`src/rtl/wishbone_arbiter_pkg.sv`:
```
`default_nettype none
// ============================================================================
// Module      : wishbone_arbiter_pkg
// Description : Shared types and width helpers for the Wishbone arbiter.
// Revision    : 1.0 - initial release
// ============================================================================
package wishbone_arbiter_pkg;

    typedef enum logic [1:0] {
        IDLE  = 2'd0,
        BUSY  = 2'd1,
        FLUSH = 2'd2
    } arb_state_t;

    // Bits needed to hold the values 0 .. n_values-1, never less than one.
    function automatic int width_for(input int n_values);
        return (n_values > 2) ? $clog2(n_values) : 1;
    endfunction

endpackage
`default_nettype wire

```
`src/rtl/wishbone_arbiter_if.sv`:
```
`default_nettype none
// ============================================================================
// Module      : wishbone_arbiter_if
// Description : Controller-side and peripheral-side Wishbone classic bundle.
// Revision    : 1.0 - initial release
// ============================================================================
interface wishbone_arbiter_if #(
    parameter int nCtrl    = 2,
    parameter int nAdrBits = 4,
    parameter int nDatBits = 8
);
    logic [nCtrl-1:0]                ctrl_cyc;
    logic [nCtrl-1:0]                ctrl_stb;
    logic [nCtrl-1:0]                ctrl_we;
    logic [nCtrl-1:0][nAdrBits-1:0]  ctrl_adr;
    logic [nCtrl-1:0][nDatBits-1:0]  ctrl_dat_w;
    logic [nDatBits-1:0]             ctrl_dat_r;
    logic [nCtrl-1:0]                ctrl_ack;
    logic [nCtrl-1:0]                ctrl_err;

    logic                            periph_cyc;
    logic                            periph_stb;
    logic                            periph_we;
    logic [nAdrBits-1:0]             periph_adr;
    logic [nDatBits-1:0]             periph_dat_w;
    logic [nDatBits-1:0]             periph_dat_r;
    logic                            periph_ack;

    logic [nCtrl-1:0]                grant;

    // Environment side: the controllers and the interconnect.
    modport master (
        output ctrl_cyc, ctrl_stb, ctrl_we, ctrl_adr, ctrl_dat_w,
        input  ctrl_dat_r, ctrl_ack, ctrl_err,
        input  periph_cyc, periph_stb, periph_we, periph_adr, periph_dat_w,
        output periph_dat_r, periph_ack,
        input  grant
    );

    // Arbiter side.
    modport slave (
        input  ctrl_cyc, ctrl_stb, ctrl_we, ctrl_adr, ctrl_dat_w,
        output ctrl_dat_r, ctrl_ack, ctrl_err,
        output periph_cyc, periph_stb, periph_we, periph_adr, periph_dat_w,
        input  periph_dat_r, periph_ack,
        output grant
    );
endinterface
`default_nettype wire

```
`src/rtl/wishbone_arbiter_rr_picker.sv`:
```
`default_nettype none
// ============================================================================
// Module      : rr_picker
// Description : Combinational round-robin picker; first requester above last.
// Revision    : 1.0 - initial release
// ============================================================================
module rr_picker #(
    parameter int N  = 2,
    parameter int IW = 1
) (
    input  wire logic [N-1:0]  req,
    input  wire logic [IW-1:0] last,
    output logic      [N-1:0]  winner_onehot,
    output logic      [IW-1:0] winner_idx
);
    int            w_cand;
    logic [IW-1:0] w_cand_idx;
    logic          w_found;

    always_comb begin
        winner_onehot = '0;
        winner_idx    = '0;
        w_cand        = 0;
        w_cand_idx    = '0;
        w_found       = 1'b0;
        for (int i = 1; i <= N; i++) begin
            w_cand     = (int'(last) + i) % N;
            w_cand_idx = IW'(w_cand);
            if (!w_found && req[w_cand_idx]) begin
                w_found                   = 1'b1;
                winner_idx                = w_cand_idx;
                winner_onehot[w_cand_idx] = 1'b1;
            end
        end
    end
endmodule
`default_nettype wire

```
`src/rtl/wishbone_arbiter.sv`:
```
`default_nettype none
// ============================================================================
// Module      : wishbone_arbiter
// Description : Round-robin Wishbone classic arbiter with an ack watchdog.
// Revision    : 1.0 - initial release
// ============================================================================
module wishbone_arbiter
    import wishbone_arbiter_pkg::*;
#(
    parameter int nCtrl    = 2,
    parameter int nAdrBits = 4,
    parameter int nDatBits = 8,
    parameter int nTimeout = 255
) (
    input  wire logic          clk,
    input  wire logic          rst,
    wishbone_arbiter_if.slave  bus
);
    localparam int IDX_W = width_for(nCtrl);
    localparam int CNT_W = width_for(nTimeout + 1);

    arb_state_t       r_state;
    logic [IDX_W-1:0] r_gnt;
    logic [IDX_W-1:0] r_last;
    logic [CNT_W-1:0] r_cnt;

    logic [nCtrl-1:0] w_pick_oh;
    logic [IDX_W-1:0] w_pick_idx;
    logic             w_own_cyc;
    logic             w_own_stb;
    logic             w_timeout;

    rr_picker #(
        .N  (nCtrl),
        .IW (IDX_W)
    ) u_picker (
        .req           (bus.ctrl_cyc),
        .last          (r_last),
        .winner_onehot (w_pick_oh),
        .winner_idx    (w_pick_idx)
    );

    assign w_own_cyc = bus.ctrl_cyc[r_gnt];
    assign w_own_stb = bus.ctrl_stb[r_gnt];
    // An ack arriving on the expiry cycle rescues the transfer.
    assign w_timeout = (r_state == BUSY) && !bus.periph_ack && (r_cnt == CNT_W'(nTimeout));

    always_comb begin
        bus.periph_cyc   = 1'b0;
        bus.periph_stb   = 1'b0;
        bus.periph_we    = 1'b0;
        bus.periph_adr   = '0;
        bus.periph_dat_w = '0;
        bus.ctrl_ack     = '0;
        bus.ctrl_err     = '0;
        bus.ctrl_dat_r   = bus.periph_dat_r;
        bus.grant        = '0;
        if (r_state != IDLE) begin
            bus.grant[r_gnt] = 1'b1;
        end
        if (r_state == BUSY) begin
            bus.periph_cyc   = w_own_cyc;
            bus.periph_stb   = w_own_stb;
            bus.periph_we    = bus.ctrl_we[r_gnt];
            bus.periph_adr   = bus.ctrl_adr[r_gnt];
            bus.periph_dat_w = bus.ctrl_dat_w[r_gnt];
            // A reset landing mid-transfer must not complete or fail it.
            if (!rst) begin
                bus.ctrl_ack[r_gnt] = bus.periph_ack;
                bus.ctrl_err[r_gnt] = w_timeout;
            end
        end
    end

    always_ff @(posedge clk) begin
        if (rst) begin
            r_state <= IDLE;
            r_gnt   <= '0;
            r_last  <= IDX_W'(nCtrl - 1);
            r_cnt   <= '0;
        end else begin
            case (r_state)
                IDLE: begin
                    r_cnt <= '0;
                    if (|w_pick_oh) begin
                        r_gnt   <= w_pick_idx;
                        r_state <= BUSY;
                    end
                end
                BUSY: begin
                    if (bus.periph_ack || !w_own_stb) begin
                        r_cnt <= '0;
                    end else begin
                        r_cnt <= r_cnt + 1'b1;
                    end
                    if (!w_own_cyc) begin
                        r_last  <= r_gnt;
                        r_state <= IDLE;
                    end else if (w_timeout) begin
                        r_state <= FLUSH;
                    end
                end
                FLUSH: begin
                    r_cnt <= '0;
                    if (!w_own_cyc) begin
                        r_last  <= r_gnt;
                        r_state <= IDLE;
                    end
                end
                default: r_state <= IDLE;
            endcase
        end
    end
endmodule
`default_nettype wire
```
`src/flat_wrapper.sv`:
```
// flat-port wrapper written by rule: the top's interface ports become plain ports
module wishbone_arbiter_flat import wishbone_arbiter_pkg::*;
#(
    parameter int nCtrl    = 2,
    parameter int nAdrBits = 4,
    parameter int nDatBits = 8,
    parameter int nTimeout = 255
)
  (clk, rst, bus_ctrl_cyc, bus_ctrl_stb, bus_ctrl_we, bus_ctrl_adr, bus_ctrl_dat_w, bus_ctrl_dat_r, bus_ctrl_ack, bus_ctrl_err, bus_periph_cyc, bus_periph_stb, bus_periph_we, bus_periph_adr, bus_periph_dat_w, bus_periph_dat_r, bus_periph_ack, bus_grant);
  wishbone_arbiter_if #(.nCtrl(nCtrl), .nAdrBits(nAdrBits), .nDatBits(nDatBits)) bus_i ();
  input  wire logic clk;
  input  wire logic rst;
  input wire logic [$bits(bus_i.ctrl_cyc)-1:0] bus_ctrl_cyc;
  input wire logic [$bits(bus_i.ctrl_stb)-1:0] bus_ctrl_stb;
  input wire logic [$bits(bus_i.ctrl_we)-1:0] bus_ctrl_we;
  input wire logic [$bits(bus_i.ctrl_adr)-1:0] bus_ctrl_adr;
  input wire logic [$bits(bus_i.ctrl_dat_w)-1:0] bus_ctrl_dat_w;
  output wire logic [$bits(bus_i.ctrl_dat_r)-1:0] bus_ctrl_dat_r;
  output wire logic [$bits(bus_i.ctrl_ack)-1:0] bus_ctrl_ack;
  output wire logic [$bits(bus_i.ctrl_err)-1:0] bus_ctrl_err;
  output wire logic [$bits(bus_i.periph_cyc)-1:0] bus_periph_cyc;
  output wire logic [$bits(bus_i.periph_stb)-1:0] bus_periph_stb;
  output wire logic [$bits(bus_i.periph_we)-1:0] bus_periph_we;
  output wire logic [$bits(bus_i.periph_adr)-1:0] bus_periph_adr;
  output wire logic [$bits(bus_i.periph_dat_w)-1:0] bus_periph_dat_w;
  input wire logic [$bits(bus_i.periph_dat_r)-1:0] bus_periph_dat_r;
  input wire logic [$bits(bus_i.periph_ack)-1:0] bus_periph_ack;
  output wire logic [$bits(bus_i.grant)-1:0] bus_grant;
  assign bus_i.ctrl_cyc = bus_ctrl_cyc;
  assign bus_i.ctrl_stb = bus_ctrl_stb;
  assign bus_i.ctrl_we = bus_ctrl_we;
  assign bus_i.ctrl_adr = bus_ctrl_adr;
  assign bus_i.ctrl_dat_w = bus_ctrl_dat_w;
  assign bus_ctrl_dat_r = bus_i.ctrl_dat_r;
  assign bus_ctrl_ack = bus_i.ctrl_ack;
  assign bus_ctrl_err = bus_i.ctrl_err;
  assign bus_periph_cyc = bus_i.periph_cyc;
  assign bus_periph_stb = bus_i.periph_stb;
  assign bus_periph_we = bus_i.periph_we;
  assign bus_periph_adr = bus_i.periph_adr;
  assign bus_periph_dat_w = bus_i.periph_dat_w;
  assign bus_i.periph_dat_r = bus_periph_dat_r;
  assign bus_i.periph_ack = bus_periph_ack;
  assign bus_grant = bus_i.grant;
  wishbone_arbiter #(.nCtrl(nCtrl), .nAdrBits(nAdrBits), .nDatBits(nDatBits), .nTimeout(nTimeout)) u_core (.clk(clk), .rst(rst), .bus(bus_i));
endmodule
```
`config.mk`:
```
export PLATFORM = sky130hd
export DESIGN_NAME = wishbone_arbiter_flat
export DESIGN_NICKNAME = d
export VERILOG_FILES = /design/src/rtl/wishbone_arbiter_pkg.sv /design/src/rtl/wishbone_arbiter_if.sv /design/src/rtl/wishbone_arbiter_rr_picker.sv /design/src/rtl/wishbone_arbiter.sv /design/src/flat_wrapper.sv
export SDC_FILE = /design/constraint.sdc
export NUM_CORES = 1
export LEC_CHECK = 0
export BUFFER_PORTS_ARGS = -buffer_cell sky130_fd_sc_hd__buf_2
export CAP_MARGIN = 20
export CORE_MARGIN = 4
export CORE_UTILIZATION = 38
export CTS_CLUSTER_SIZE = 28
export DETAILED_ROUTE_END_ITERATION = 16
export GPL_ROUTABILITY_DRIVEN = 0
export GPL_TIMING_DRIVEN = 0
export PLACE_DENSITY = 0.75
export SLEW_MARGIN = 30
export SYNTH_ARGS = -nofsm -noshare
export SYNTH_HDL_FRONTEND = slang
export SYNTH_SLANG_ARGS = --single-unit
```
`constraint.sdc`:
```
create_clock -name clk -period 1.5 [get_ports clk]
set_input_delay 0.075 -clock clk [delete_from_list [all_inputs] [get_ports clk]]
set_output_delay 0.075 -clock clk [all_outputs]
set_load 0.01 [all_outputs]
```
Word-level counts from Yosys, hierarchy flattened
Cells that the tools add are included.

storage, ports and cells
  register bits = 12
  input port bits = 41
  output and inout bits = 29

operators by class
  add/sub/neg operators = 3
  $lt $le $gt $ge = 6
  equal/unequal tests = 6
  multiplexer cells = 42
  bitwise operators = 4
  reduce and logical (&&, ||, !) cells = 19

operators with widths
  kind                                                         number
  two-way mux 8 bit                                            4
  two-way mux 2 bit                                            11
  two-way mux 1 bit                                            19
  case mux 8 bit (2 select lines)                              1
  two-way mux 4 bit                                            3
  adder 8 x 1 -> 8 bit (second input constant)                 1
  equality test 8 bit (second input constant)                  1
  logical AND 1 bit                                            6
  less-than comparator 1 x 2 -> 1 bit (second input constant)  3
  case mux 2 bit (3 select lines)                              1
  OR reduction 2 bit                                           3
  bitwise AND 2 bit                                            2
  AND reduction 2 bit                                          2
  nonzero test 2 bit                                           2
  demux 1 bit (select 1 bit)                                   3
  greater-or-equal comparator 1 bit (second input constant)    3
  zero test 1 bit                                              3
  inequality test 3 bit (second input constant)                1
  AND reduction 3 bit                                          1
  adder 1 bit (second input constant)                          2
  equality test 2 x 1 -> 1 bit (second input constant)         1
  equality test 2 bit (second input constant)                  1
  zero test 2 bit                                              1
  inequality test 2 x 1 -> 1 bit (second input constant)       1
  4 further kinds                                              4

Depth between registers and ports, before layout
  depth in word-level cells = 11
  gate-level depth with buffers = 6

Cells and area by module
A second synthesis with hierarchy kept.

second synthesis, totals
  cell total of the unflattened synthesis = 120
  area, all modules = 1042.2 sq um

by module, submodules not included
  module            times used  cells an instance  area each (sq um)
  wishbone_arbiter  1           116                1016.0
  rr_picker         1           4                  26.3

Worst setup path after synthesis
No wires, ideal clock.

  path type = flip-flop to flip-flop
  start point = register u_core.r_state[0]
  end point = register u_core.r_cnt[4]
  arrival = 1.454 ns
  required time = 1.408 ns
  path slack = -0.046 ns
  cell stages (with the launch flop) = 6
  path buffers = 0
  clock period less this slack = 1.546 ns
  path through = dfxtp_1 inv_1 ha_1 nor4_4 a21oi_1 o32ai_1

on the way
  word-level cells in the longest chain between the ends = 3
  elaborated cells on any way between the ends = 6
  classes of those cells = 2 x eq/ne; 1 x mux; 3 x reduce/logical

RTL lines
  what                                                                          RTL line                text
  start: declaration                                                            wishbone_arbiter.sv:22  arb_state_t r_state;
  start signal: assignment                                                      wishbone_arbiter.sv:77  r_state <= IDLE;
  start signal: assignment                                                      wishbone_arbiter.sv:87  r_state <= BUSY;
  start signal: assignment                                                      wishbone_arbiter.sv:98  r_state <= IDLE;
  equality test 2 bit / zero test 2 bit (equally long branches)                 wishbone_arbiter.sv:82  case (r_state)
  OR reduction 2 bit (no line)                                                  n/a
  case mux 8 bit (2 select lines) / nonzero test 2 bit (equally long branches)  n/a
  end signal: assignment                                                        wishbone_arbiter.sv:94  r_cnt <= r_cnt + 1'b1;
  end: declaration                                                              wishbone_arbiter.sv:25  logic [CNT_W-1:0] r_cnt;

Parallel ways exist; a longest one is shown, timed or not.
A chain may end at the register's enable or synchronous reset.

Worst setup path in the final report
  start point = register u_core.r_state[1]
  end point = output bus_ctrl_err[1]

on the way
  word-level cells in the longest chain between the ends = 6

RTL lines
  what                              RTL line                                        text
  equality test 2 x 1 -> 1 bit (*)  wishbone_arbiter.sv:46, wishbone_arbiter.sv:61
  logical AND 1 bit (2 in series)   wishbone_arbiter.sv:46                          assign w_timeout = (r_state == BUSY) && !bus.periph_ack && (r_cnt == CNT_W'(nTimeout));
  bitwise AND 2 bit (no line)       n/a
  two-way mux 2 bit                 wishbone_arbiter.sv:68                          if (!rst) begin
  two-way mux 2 bit (*)             wishbone_arbiter.sv:61                          if (r_state == BUSY) begin
  end: declaration                  flat_wrapper.sv:20                              output wire logic [$bits(bus_i.ctrl_err)-1:0] bus_ctrl_err;

Mark *: on every way between the ends. The rest lies on a longest branch, timed or not.

==> results.py <==
metrics = {
    "logic_synthesis": {
        "synth_area_per_cell_um2": 7.87,
        "yosysWarningCount": 0,
        "yosysSeqAreaShare": 0.228,
        "synth_cell_types": 30,
        "synth.top_cell.area_share": 0.228,
        "syn-num-nets": 180,
        "ys_seq_elements": 12,
        "synthCells": 134,
        "netlist_area_um2": 1050,
        "netlist_top_cells_area": "dfxtp_1 (23%), mux2i_1 (14%), nor2b_1 (8.9%), buf_4 (6.4%), ha_1 (5.9%)",
        "synth_top_area_cell": "dfxtp_1",
    },
    "sta": {
        "hold_viol": 0,
        "finalClockSkew_ns": 0.00414,
        "worst_pin_slew_ns": 0.554,
        "slew_headroom": 0.631,
        "rsz0062_at_grt": "true",
        "fmax_mhz": 595,
        "fin_ws_ns": -0.180,
        "finalCriticalPeriod_ns": 1.68,
        "setup_violations": 8,
        "min_period_over_period": 1.12,
        "slew_viol_final": 0,
    },
    "drt": {
        "wl_per_cell_um": 12.4,
        "drtPass1Iterations": 2,
        "viasPerCell": 4.92,
        "ant_nets": 0,
        "routed_wl_um": 2930,
        "drt-initial-drc-count": 19,
        "vias": 1160,
        "remaining_drc_errors": 0,
    },
    "worst_setup_path": {
        "start_kind": "register",
        "crit_type": "register to primary output",
        "path_cells": "inv_2 -> ha_4 -> nand4b_1 -> or3_4 -> nor3b_2 -> buf_2",
        "ff2ff_setup_slack_ns": -0.04,
        "crit_path_end_kind": "primary output",
        "arrival_ns": 1.61,
        "slowest_delay_ns": 0.36,
        "startpoint": "u_core.r_state[1]",
        "critPathMaxFanout": 2,
        "critPathRequiredTime_ns": 1.42,
        "critPathSlowestCell": "or3_4",
        "regToRegStartpoint": "u_core.r_state[0]",
    },
    "job": {
        "drv_cap": 0,
    },
    "power": {
        "ir_worst_vdd_mv": 0.560,
        "cellPowerDensity_nw_per_um2": 680,
        "power_w": 0.00107,
        "p_leak_nw": 0.703,
    },
    "clock_network": {
        "numCtsBuffers": 3,
        "clockBufferDepth": 2,
        "cts-root-buf": "clkbuf_4",
        "clk_latency_ns": 0.28,
        "cts.sinks": 12,
        "htree_levels": 1,
        "cts_tree": "yes",
        "path_clk_slew_ns": 0.08,
    },
    "floorplan": {
        "ios": 70,
        "dieHeight_um": 60.7,
        "start_util": 0.411,
        "coreArea_um2": 2570,
        "dieWidth_um": 60.7,
        "num_rows": 18,
        "dieArea_um2": 3680,
    },
    "hold_path": {
        "hp-class": "input pin to register",
        "hold_start": "bus_ctrl_cyc[1]",
    },
    "finish": {
        "area_delta_synth_final_pct": 49.6,
        "layout-drive-gt1-share": 0.495,
        "n_antenna_cell": 0,
        "layout.nets": 253,
        "design_area_um2": 1580,
    },
    "grt": {
        "grt_pass1_wl_um": 4460,
        "grt_usage": 0.160,
        "gr-total-overflow": 0,
        "antenna_found_initial": 0,
        "grt_max_degree": 11,
        "grt_pass1_vias": 1022,
    },
    "outcome": {
        "run_status": "complete, but fails checks",
        "violations": "negative setup slack",
    },
    "placement": {
        "dpl.hpwl_um": 2290,
        "port_buffers": 60,
        "place_area_um2": 1400,
    },
}
==> power by group <==
part	internal [W]	total, W	switching, W
Clock	0.000148	0.000264	0.000116
Sequential	0.000336	0.000351	0.0000149
Combinational	0.000238	0.000458	0.000220
==> registers in the layout, indices dropped and copies added (netlist names) <==
| name | count |
|---|---|
| u_core.r_gnt | 1 |
| u_core.r_last | 1 |
| u_core.r_cnt | 8 |
| u_core.r_state | 2 |
==> placed cells by master, fill, tap and decap left out, types with 2 or more instances in the layout <==
cell type	netlist	routed
nor2_1	6	6
nor3_1	5	4
a21oi_1	8	8
clkbuf_1	5	3
mux2i_1	15	15
nand3_1	3	2
nand2_1	13	13
o21bai_1	2	2
ha_4	0	2
or3_1	4	3
buf_4	9	17
ha_1	5	2
dfxtp_1	12	8
o32ai_1	3	3
xnor2_1	2	2
buf_6	0	2
dfxtp_2	0	3
nor2b_1	15	14
clkbuf_4	0	4
buf_2	1	60
inv_1	8	7
nand2b_1	5	5
==> routing by layer <==
| layer | share of wire | wire length (um) | global-route usage |
|---|---|---|---|
| met5 | 0 | 0 | 0 |
| met3 | 0.15 | 434 | 0.0468 |
| met4 | 0.0072 | 21 | 0.0464 |
| met1 | 0.36 | 1040 | 0.180 |
| met2 | 0.49 | 1430 | 0.292 |
==> synth_stat cells (all sizes together) <==
cell type	number
nor3b	2
o21bai	2
o32ai	3
nand4b	1
nand3	3
a22oi	1
nand2b	5
nor2b	15
ha	5
a32oi	1
o21ai	1
mux2i	15
buf	10
a211oi	1
xnor2	2
clkbuf	5
mux2	1
dfxtp	12
inv	8
nor2	6
or3	4
nand2	13
a31oi	1
nor4	2
nand3b	1
a21oi	8
or2	1
nor3	5
==> critical path: cells and delay by family (launching register included) <==
| kind | cells | cell delay (ns) |
|---|---|---|
| adders and majority gates | 1 | 0.13 |
| buffers and inverters | 2 | 0.22 |
| DFF | 1 | 0.33 |
| and+or+nand+nor | 3 | 0.64 |
==> cell type report <==
class / instances / area [um^2]
plain buffers: 15 / 105
inverters: 8 / 30.0
repair buffers: 68 / 364
multi-input cells: 99 / 757
fillers: 250 / 990
clock buffers: 4 / 36.3
flip-flops and latches: 12 / 248
well taps: 30 / 37.5
==> path summary, 6_finish.rpt <==
check | end | cells after the start
max reg2reg | u_core.r_cnt[3] | 7
min | u_core.r_gnt | 3
max | bus_ctrl_err[1] | 6
min reg2reg | u_core.r_cnt[4] | 2
==> per-stage QoR <==
step           worst slack [ns]  cells  utilization  TNS [ns]  hold slack [ns]
5_1_grt                  -0.288    236        0.615     -1.93            0.125
3_3_place_gp             -0.149    224        0.543    -0.720            0.335
3_5_place_dp             -0.185    224        0.543     -1.20            0.336
2_1_floorplan            0.0438    134            -         0            0.242
4_1_cts                  -0.171    234        0.601    -0.380            0.100
6_report                 -0.180    236        0.615    -0.416            0.120
==> timing repair <==
| action | in CTS | in global routing |
|---|---|---|
| setup endpoints to repair | 26 | 23 |
| buffers inserted | 6 | 2 |
| pin swaps | 2 | 1 |
| resized for setup | 19 | 7 |
| hold buffers | 0 | 0 |
==> cells by family (layout without fill, tap and decap cells) <==
kind of cell             after synthesis  count (layout)  synth area share
AND/OR/NAND/NOR                       58              58             0.310
XOR/XNOR                               2               2            0.0166
AO/OA/AOI/OAI                         18              18             0.115
adder cells (fa/ha/maj)                5               5            0.0593
flip-flops                            12              12             0.228
buffers and inverters                 23              95             0.115
multiplexers                          16              16             0.157
Note: power is estimated with default switching activity, not from simulation.
